==> src/rtl/eth_frame_rx.sv <==
// Receive framer: strips the preamble and SFD, forwards frame bytes with start/end markers,
// checks the FCS residue and emits one status pulse per frame that reached DATA.
//
// state    | meaning
// ---------+-----------------------------------------------------------
// S_IDLE   | between frames, waiting for the first 0x55 with frame_en
// S_PRE    | counting 0x55 preamble bytes, waiting for the SFD
// S_DATA   | forwarding frame bytes, updating length and CRC
// S_DROP   | malformed start, discarding until frame_en drops
module eth_frame_rx #(
  parameter int MIN_PREAMBLE = 2,
  parameter int MAX_LEN      = 1518
) (
  input  logic        mii_clk,
  input  logic        reset,
  input  logic        frame_en,
  input  logic        byte_rdy,
  input  logic [7:0]  byte_d,
  output logic        m_valid,
  output logic [7:0]  m_data,
  output logic        m_sof,
  output logic        m_eof,
  output logic        stat_valid,
  output logic [10:0] stat_len,
  output logic        stat_crc_err,
  output logic        stat_runt,
  output logic        stat_giant
);

  localparam logic [1:0]  S_IDLE = 2'd0;
  localparam logic [1:0]  S_PRE  = 2'd1;
  localparam logic [1:0]  S_DATA = 2'd2;
  localparam logic [1:0]  S_DROP = 2'd3;

  localparam logic [31:0] CRC_POLY    = 32'hEDB88320;
  localparam logic [31:0] CRC_RESIDUE = 32'hDEBB20E3;
  localparam logic [2:0]  MIN_PRE_C   = 3'(MIN_PREAMBLE);
  localparam logic [10:0] MAX_LEN_C   = 11'(MAX_LEN);
  localparam logic [10:0] RUNT_LEN    = 11'd64;

  logic [1:0]  state_q, state_d;
  logic [2:0]  pre_cnt_q, pre_cnt_d;
  logic [10:0] len_q, len_d;
  logic [31:0] crc_q, crc_d;
  logic        sof_pend_q, sof_pend_d;
  logic        m_valid_q, m_valid_d;
  logic [7:0]  m_data_q, m_data_d;
  logic        m_sof_q, m_sof_d;
  logic        m_eof_q, m_eof_d;
  logic        stat_valid_q, stat_valid_d;
  logic [10:0] stat_len_q, stat_len_d;
  logic        stat_crc_err_q, stat_crc_err_d;
  logic        stat_runt_q, stat_runt_d;
  logic        stat_giant_q, stat_giant_d;

  // Reflected CRC-32, one byte LSB first, no final inversion.
  function automatic logic [31:0] crc_byte(input logic [31:0] c, input logic [7:0] d);
    logic [31:0] r;
    r = c ^ {24'h0, d};
    for (int i = 0; i < 8; i++) begin
      r = r[0] ? ((r >> 1) ^ CRC_POLY) : (r >> 1);
    end
    return r;
  endfunction

  always_comb begin
    state_d        = state_q;
    pre_cnt_d      = pre_cnt_q;
    len_d          = len_q;
    crc_d          = crc_q;
    sof_pend_d     = sof_pend_q;
    m_valid_d      = 1'b0;
    m_data_d       = m_data_q;
    m_sof_d        = 1'b0;
    m_eof_d        = 1'b0;
    stat_valid_d   = 1'b0;
    stat_len_d     = stat_len_q;
    stat_crc_err_d = stat_crc_err_q;
    stat_runt_d    = stat_runt_q;
    stat_giant_d   = stat_giant_q;

    case (state_q)
      S_IDLE: begin
        if (byte_rdy && frame_en) begin
          if (byte_d == 8'h55) begin
            state_d   = S_PRE;
            pre_cnt_d = 3'd1;
          end else begin
            state_d = S_DROP;
          end
        end
      end
      S_PRE: begin
        if (byte_rdy) begin
          if (byte_d == 8'h55) begin
            if (pre_cnt_q != 3'd7) pre_cnt_d = pre_cnt_q + 3'd1;
          end else if (byte_d == 8'hD5 && pre_cnt_q >= MIN_PRE_C) begin
            state_d    = S_DATA;
            crc_d      = 32'hFFFFFFFF;
            len_d      = 11'd0;
            sof_pend_d = 1'b1;
          end else begin
            state_d = S_DROP;
          end
        end
        // An SFD in the closing cycle has no data behind it, so the frame ends silently.
        if (!frame_en) state_d = S_IDLE;
      end
      S_DATA: begin
        if (byte_rdy) begin
          m_valid_d  = 1'b1;
          m_data_d   = byte_d;
          m_sof_d    = sof_pend_q;
          sof_pend_d = 1'b0;
          len_d      = (len_q == 11'h7FF) ? len_q : len_q + 11'd1;
          crc_d      = crc_byte(crc_q, byte_d);
        end
        // Status uses the values already updated by a byte landing in the closing cycle.
        if (!frame_en) begin
          state_d        = S_IDLE;
          m_eof_d        = 1'b1;
          stat_valid_d   = 1'b1;
          stat_len_d     = len_d;
          stat_crc_err_d = (crc_d != CRC_RESIDUE);
          stat_runt_d    = (len_d < RUNT_LEN);
          stat_giant_d   = (len_d > MAX_LEN_C);
        end
      end
      default: begin
        if (!frame_en) state_d = S_IDLE;
      end
    endcase
  end

  always_ff @(posedge mii_clk) begin
    if (!reset) begin
      state_q        <= S_IDLE;
      pre_cnt_q      <= 3'd0;
      len_q          <= 11'd0;
      crc_q          <= 32'd0;
      sof_pend_q     <= 1'b0;
      m_valid_q      <= 1'b0;
      m_data_q       <= 8'd0;
      m_sof_q        <= 1'b0;
      m_eof_q        <= 1'b0;
      stat_valid_q   <= 1'b0;
      stat_len_q     <= 11'd0;
      stat_crc_err_q <= 1'b0;
      stat_runt_q    <= 1'b0;
      stat_giant_q   <= 1'b0;
    end else begin
      state_q        <= state_d;
      pre_cnt_q      <= pre_cnt_d;
      len_q          <= len_d;
      crc_q          <= crc_d;
      sof_pend_q     <= sof_pend_d;
      m_valid_q      <= m_valid_d;
      m_data_q       <= m_data_d;
      m_sof_q        <= m_sof_d;
      m_eof_q        <= m_eof_d;
      stat_valid_q   <= stat_valid_d;
      stat_len_q     <= stat_len_d;
      stat_crc_err_q <= stat_crc_err_d;
      stat_runt_q    <= stat_runt_d;
      stat_giant_q   <= stat_giant_d;
    end
  end

  assign m_valid      = m_valid_q;
  assign m_data       = m_data_q;
  assign m_sof        = m_sof_q;
  assign m_eof        = m_eof_q;
  assign stat_valid   = stat_valid_q;
  assign stat_len     = stat_len_q;
  assign stat_crc_err = stat_crc_err_q;
  assign stat_runt    = stat_runt_q;
  assign stat_giant   = stat_giant_q;

endmodule

==> config.mk <==
export PLATFORM = sky130hd
export DESIGN_NAME = eth_frame_rx
export DESIGN_NICKNAME = d
export VERILOG_FILES = /design/src/rtl/eth_frame_rx.sv
export SDC_FILE = /design/constraint.sdc
export NUM_CORES = 1
export LEC_CHECK = 0
export BUFFER_PORTS_ARGS = -buffer_cell sky130_fd_sc_hd__clkbuf_2
export CORE_MARGIN = 2
export CORE_UTILIZATION = 45
export CTS_BUF_LIST = sky130_fd_sc_hd__clkbuf_8
export CTS_CLUSTER_SIZE = 24
export DETAILED_ROUTE_END_ITERATION = 6
export PLACE_DENSITY_LB_ADDON = 0.2
export SYNTH_ARGS = -nofsm -noshare
export SYNTH_HDL_FRONTEND = slang
export SYNTH_SLANG_ARGS = --single-unit
==> constraint.sdc <==
create_clock -name mii_clk -period 3.17 [get_ports mii_clk]
set_input_delay 0.634 -clock mii_clk [delete_from_list [all_inputs] [get_ports mii_clk]]
set_output_delay 0.634 -clock mii_clk [all_outputs]
set_load 0.03 [all_outputs]
After elaboration in Yosys (flattened, before gate mapping)
Cells that the tools add are included.
W data, S select, Z words.
{ "word_totals": {"out_inout_bits": 26, "ff_bits": 74, "in_bits": 12, "elab_cells": 101} }
{ "op_classes": {"n_reduce_logical": 13, "magnitude_cmp": 3, "n_mux": 42, "n_addsub": 2, "bitwise_logic": 10, "n_eq_ne": 18} }
{ "ops": {"columns": ["cell", "n"], "rows": [
  ["$mux W32", 13],
  ["$not A13 Y14", 8],
  ["$mux W11", 6],
  ["$pmux W32 S2", 1],
  ["$ne A32 B32 Y1 const B", 1],
  ["$xor A32 B8 Y32", 1],
  ["$pmux W11 S2", 1],
  ["$ne A2 B2 Y1 const B", 8],
  ["$mux W3", 5],
  ["$mux W2", 6],
  ["$add A11 B1 Y11 const B", 1],
  ["$eq A11 B11 Y1 const B", 1],
  ["$gt A11 B11 Y1 const B", 1],
  ["$lt A11 B7 Y1 const B", 1],
  ["$ne A3 B3 Y1 const B", 3],
  ["$eq A8 B7 Y1 const B", 1],
  ["$eq A8 B8 Y1 const B", 1],
  ["$reduce_and A4 Y1", 2],
  ["$mux W1", 7],
  ["$pmux W3 S2", 1],
  ["$reduce_and A2 Y1", 3],
  ["$reduce_and A6 Y1", 1],
  ["$reduce_and A5 Y1", 1],
  ["$pmux W2 S2", 1],
  ["11 further kinds", 13]
]} }

Logic depth before layout (Yosys ltp)
{ "logic_depth": {"depth_word": 20, "depth_mapped": 10, "mapped_depth_nobuf": 9} }

Worst setup path before layout
No wires, ideal clock.
{ "synth_timing": {"kind": "input to register", "from": "input byte_d[3]", "to": "register stat_crc_err_q, in the netlist stat_crc_err", "required_time_ns": 3.040, "path_slack_ns": 0.400, "path_stages": 7, "setup_ns": 0.130, "arrival_ns": 2.640, "path_buffers": 0, "path_cell_list": "xnor2_1 xnor2_1 xnor3_1 a21oi_1 o2111ai_1 a2111oi_2 a21oi_1"} }
{ "synth_via": {"elab_chain_len": 15, "elab_cells_between_ends": 16, "classes_between": "eq/ne (1); mux (10); bitwise (5)"} }
{ "synth_rtl": {"columns": ["element", "line_no", "text"], "rows": [
  ["start, declared", "18", "input logic [7:0] byte_d,"],
  ["$xor A32 B8 Y32 (*)", "59", "r = c ^ {24'h0, d};"],
  ["$mux W32 (*) (5 in series)", "61", "r = r[0] ? ((r >> 1) ^ CRC_POLY) : (r >> 1);"],
  ["$not A13 Y14 (no source line) / $mux W32 (equally long branches)", null, null],
  ["$mux W32 (*)", "61", null],
  ["$not A13 Y14 (no source line) / $mux W32 (equally long branches)", null, null],
  ["$mux W32 (*)", "61", null],
  ["$not A13 Y14 (no source line)", null, null],
  ["$mux W32 (*)", "61", null],
  ["$mux W32 (*)", "110", "if (byte_rdy) begin"],
  ["$mux W32 (*)", "82", "case (state_q)"],
  ["$ne A32 B32 Y1 (*)", "124", "stat_crc_err_d = (crc_d != CRC_RESIDUE);"],
  ["end signal, assigned", "163", "stat_crc_err_q <= stat_crc_err_d;"],
  ["end, declared", "52", "logic stat_crc_err_q, stat_crc_err_d;"]
]} }
Every way passes the cells marked *; elsewhere a longest branch is shown, timed or not. The select of a mux whose other input is x is not followed.
A chain may end at the register's enable or synchronous reset.

Worst setup path after layout
{ "layout_timing": {"from": "register crc_q[1]", "to": "register stat_crc_err_q, in the netlist stat_crc_err"} }
{ "layout_via": {"elab_chain_len": 16, "elab_cells_between_ends": 18, "classes_between": "eq/ne (1); mux (10); bitwise (7)"} }
{ "layout_rtl": {"columns": ["element", "line_no", "text"], "rows": [
  ["start, declared", "44", "logic [31:0] crc_q, crc_d;"],
  ["start signal, assigned", "155", "crc_q <= crc_d;"],
  ["$xor A32 B8 Y32", "59", null],
  ["$mux W32 (2 in series)", "61", null],
  ["$not A13 Y14 (no source line) / $mux W32 (equally long branches)", null, null],
  ["$mux W32 / $not A13 Y14 (equally long branches) (2 in series)", null, null],
  ["$not A13 Y14 (no source line) / $mux W32 (equally long branches)", null, null],
  ["$mux W32", "61", null],
  ["$not A13 Y14 (no source line) / $mux W32 (equally long branches)", null, null],
  ["$mux W32 / $not A13 Y14 (equally long branches)", null, null],
  ["$not A13 Y14 (no source line) / $mux W32 (equally long branches)", null, null],
  ["$mux W32 / $not A13 Y14 (equally long branches)", null, null],
  ["$mux W32", "61", null],
  ["$mux W32 (*)", "110", null],
  ["$mux W32 (*)", "82", null],
  ["$ne A32 B32 Y1 (*)", "124", null]
]} }
Marked as above.

==> out/qor.csv <==
stage,metric,value,unit
layout,synthToLayoutAreaGrowth,14.0,%
worst_setup_path,worstRegToRegCells,7,
pwr,power.internal,1.77,mW
sta,drv_slew,0,
sta,setup_slack,0.479,ns
worst_setup_path,worstPathArrival,2.91,ns
worst_setup_path,slowest_delay,0.53,ns
cts,worst_skew_pair.late_latency,0.35,ns
global_routing,grt_max_degree,42,
placed_design,dp_slack,0.0999,ns
layout,final_cells,653,
detailed_routing,drc_errors,0,
synth,synthTopCellsByCount,"dfxtp_1, nor2_1, xnor2_1",
cts,path_clk_slew,0.08,ns
detailed_routing,viasPerCell,5.64,
global_routing,grt_pass1_wl,18200,um
sta,finalHoldViolCount,0,
sta,setup_tns,0,ns
placed_design,place_hpwl,7820,um
global_routing,antenna_found_initial,0,
cts,ctsHtreeMaxLevel,3,
placed_design,placed_area,4640,sq um
synth,yosys-top-cells-area,"dfxtp_1, xnor2_1, a21oi_1",
pwr,pwr-share-comb,0.250,
sta,rsz0062_at_grt,false,
cts,cts_resized,0,
pwr,leakage,1.94,nW
worst_setup_path,endpoint_kind,flip-flop,
layout,fin_area,4880,sq um
synth,yosys.area.top_type_share,0.346,
detailed_routing,wl_per_cell,16.9,um
sta,finalCritPeriodShare,0.849,
outcome,status,"complete, no violations",
floorplan,core-area,9240,sq um
synth,async_flop_share,0,
global_routing,grt_pass1_vias,3537,
layout,finish.utilization,0.528,
cts,cts.path.max_buffers,2,
synth,synth_ff_type,dfxtp_1,
placed_design,io_buffer_count,37,
synth,synth_nets,501,
cts,cts.sinks,74,
worst_setup_path,criticalPathCategory,reg -> reg,
layout,antennaDiodeCount,0,
detailed_routing,vias,3683,
worst_setup_path,cp-start-kind,flip-flop,
synth,syn_avg_cell_area,8.83,sq um
synth,synth_top_area_cell,dfxtp_1,
detailed_routing,first_iter_violations,220,
worst_setup_path,critical_path_required,3.39,ns
synth,yosysSeqAreaShare,0.346,
placed_design,dp.cells,638,
cts,root_buffer,clkbuf_8,
floorplan,rows,35,
pwr,p_sw,0.758,mW
pwr,clock_power_share,0.359,
detailed_routing,drt_wl_total,11000,um
floorplan,die_w,102,um
pwr,seqPwrFrac,0.391,
pwr,p_per_area,518,nW/um^2
floorplan,fp.dieH,102,um
synth,synth_edf_count,0,
layout,nets,536,
cts,cts_setup_buffers,0,
floorplan,io-pin-count,38,
sta,fin_skew,0.0142,ns
layout,drive_above_1_share,0.170,
global_routing,grt_usage,0.227,
cts,cts_buffers,9,
floorplan,initial_utilization,0.463,
synth,syn_inst,485,
sta,fmax,0.372,GHz
worst_setup_path,worstPathCellList,xor2_4 -> xnor3_1 -> or2b_1 -> mux2i_1 -> a31oi_1 -> a2111oi_0 -> a21oi_1,
pwr,switching_share,0.300,
global_routing,gr-total-overflow,0,
synth,ys_ff_latch,74,
worst_setup_path,cp_slowest_cell,a2111oi_0,
min_path,hold_depth,2,
sta,layout_min_cycle_time,2.69,ns
placed_design,place_congestion,0.934,
floorplan,fp.dieArea,10300,sq um
synth,ys_types,57,
synth,yosys.cell_count.top_type,dfxtp_1,
pwr,ir_drop,0.278,mV
detailed_routing,drtPass1Iterations,5,
cts,cts_tree,done,
run,cap_violations,0,
synth,yosysWarnings,0,
cts,hold_buffers,0,
sta,max_slew_margin,0.594,
sta,worstMarginPinSlew,0.609,ns
min_path,min_path_type,reg -> reg,
sta,final-setup-viol-count,0,
detailed_routing,postRouteAntennaNets,0,
worst_setup_path,crit_fanout,9,
synth,synth_area,4280,sq um
[cells by family after synthesis]
| group | synth area share |
|---|---|
| multiplexers | 0.0397 |
| buffers and inverters | 0.0333 |
| XOR/XNOR | 0.206 |
| AO/OA/AOI/OAI | 0.182 |
| adder cells (fa/ha/maj) | 0.0117 |
| flip-flops | 0.346 |
| AND/OR/NAND/NOR | 0.181 |
[layout by cell type, fill, tap and decap left out, drive strengths merged, types with 7 or more instances in the layout]
master,instances
mux2i,11
nand2b,11
inv,7
nor2b,7
nor2,45
dfxtp,74
a21oi,39
nor3,20
xor2,21
o21ai,15
buf,17
xnor2,46
nand3,8
clkbuf,46
o31ai,13
xnor3,7
a211oi,14
nand2,42
[critical path, delay by kind of cell (launching register included)]
family	cells	cell delay [ns]
multiplexers	1	0.16
AND/OR/NAND/NOR	1	0.24
AO/OA/AOI/OAI	3	0.79
XOR/XNOR	2	0.90
flip-flops	1	0.46
[power by group through the flow]
stage               registers [mW]  logic [mW]  clock network (mW)
floorplan                     1.02       0.467                   0
global placement              1.01       0.617                   0
detailed placement            1.01       0.624                   0
CTS                          0.989       0.628               0.921
global route                 0.993       0.683               0.963
finish                       0.989       0.632               0.908
[metrics by stage]
| stage | hold WS [ns] | total power, mW |
|---|---|---|
| 2_1_floorplan | 0.453 | 1.48 |
| 3_3_place_gp | 0.443 | 1.63 |
| 3_5_place_dp | 0.448 | 1.63 |
| 4_1_cts | 0.459 | 2.54 |
| 5_1_grt | 0.479 | 2.64 |
| 6_report | 0.458 | 2.53 |
[final timing paths]
check | start | endpoint | slack [ns]
max | crc_q[1] | stat_crc_err | 0.48
min | m_data[5] | m_data[5] | 0.46
max reg2reg | crc_q[1] | stat_crc_err | 0.48
min reg2reg | m_data[5] | m_data[5] | 0.46
[per-layer routing]
layer,global-route usage,vias to the layer above,wire length (um)
met5,0,-,0
met2,0.358,111,5050
met4,0.0863,0,295
met3,0.0276,23,556
met1,0.317,1755,5130
li1,-,1794,-
[flip-flops by register name, indices dropped and copies added, names as in the netlist]
signal        flops
sof_pend_q        1
m_data            8
m_valid           1
stat_runt         1
len_q            11
stat_giant        1
state_q           2
stat_len         11
stat_crc_err      1
crc_q            32
m_sof             1
pre_cnt_q         3
stat_valid        1
[final cells by class]
| class | count | area [sq um] |
|---|---|---|
| clock buffer | 9 | 124 |
| clock inverter | 6 | 115 |
| fill | 850 | 4360 |
| inverter | 7 | 26.3 |
| multi-input combinational | 374 | 2660 |
| sequential | 74 | 1480 |
| tap | 129 | 161 |
| timing repair buffer | 54 | 313 |
Power figures use the tool's default switching activity.
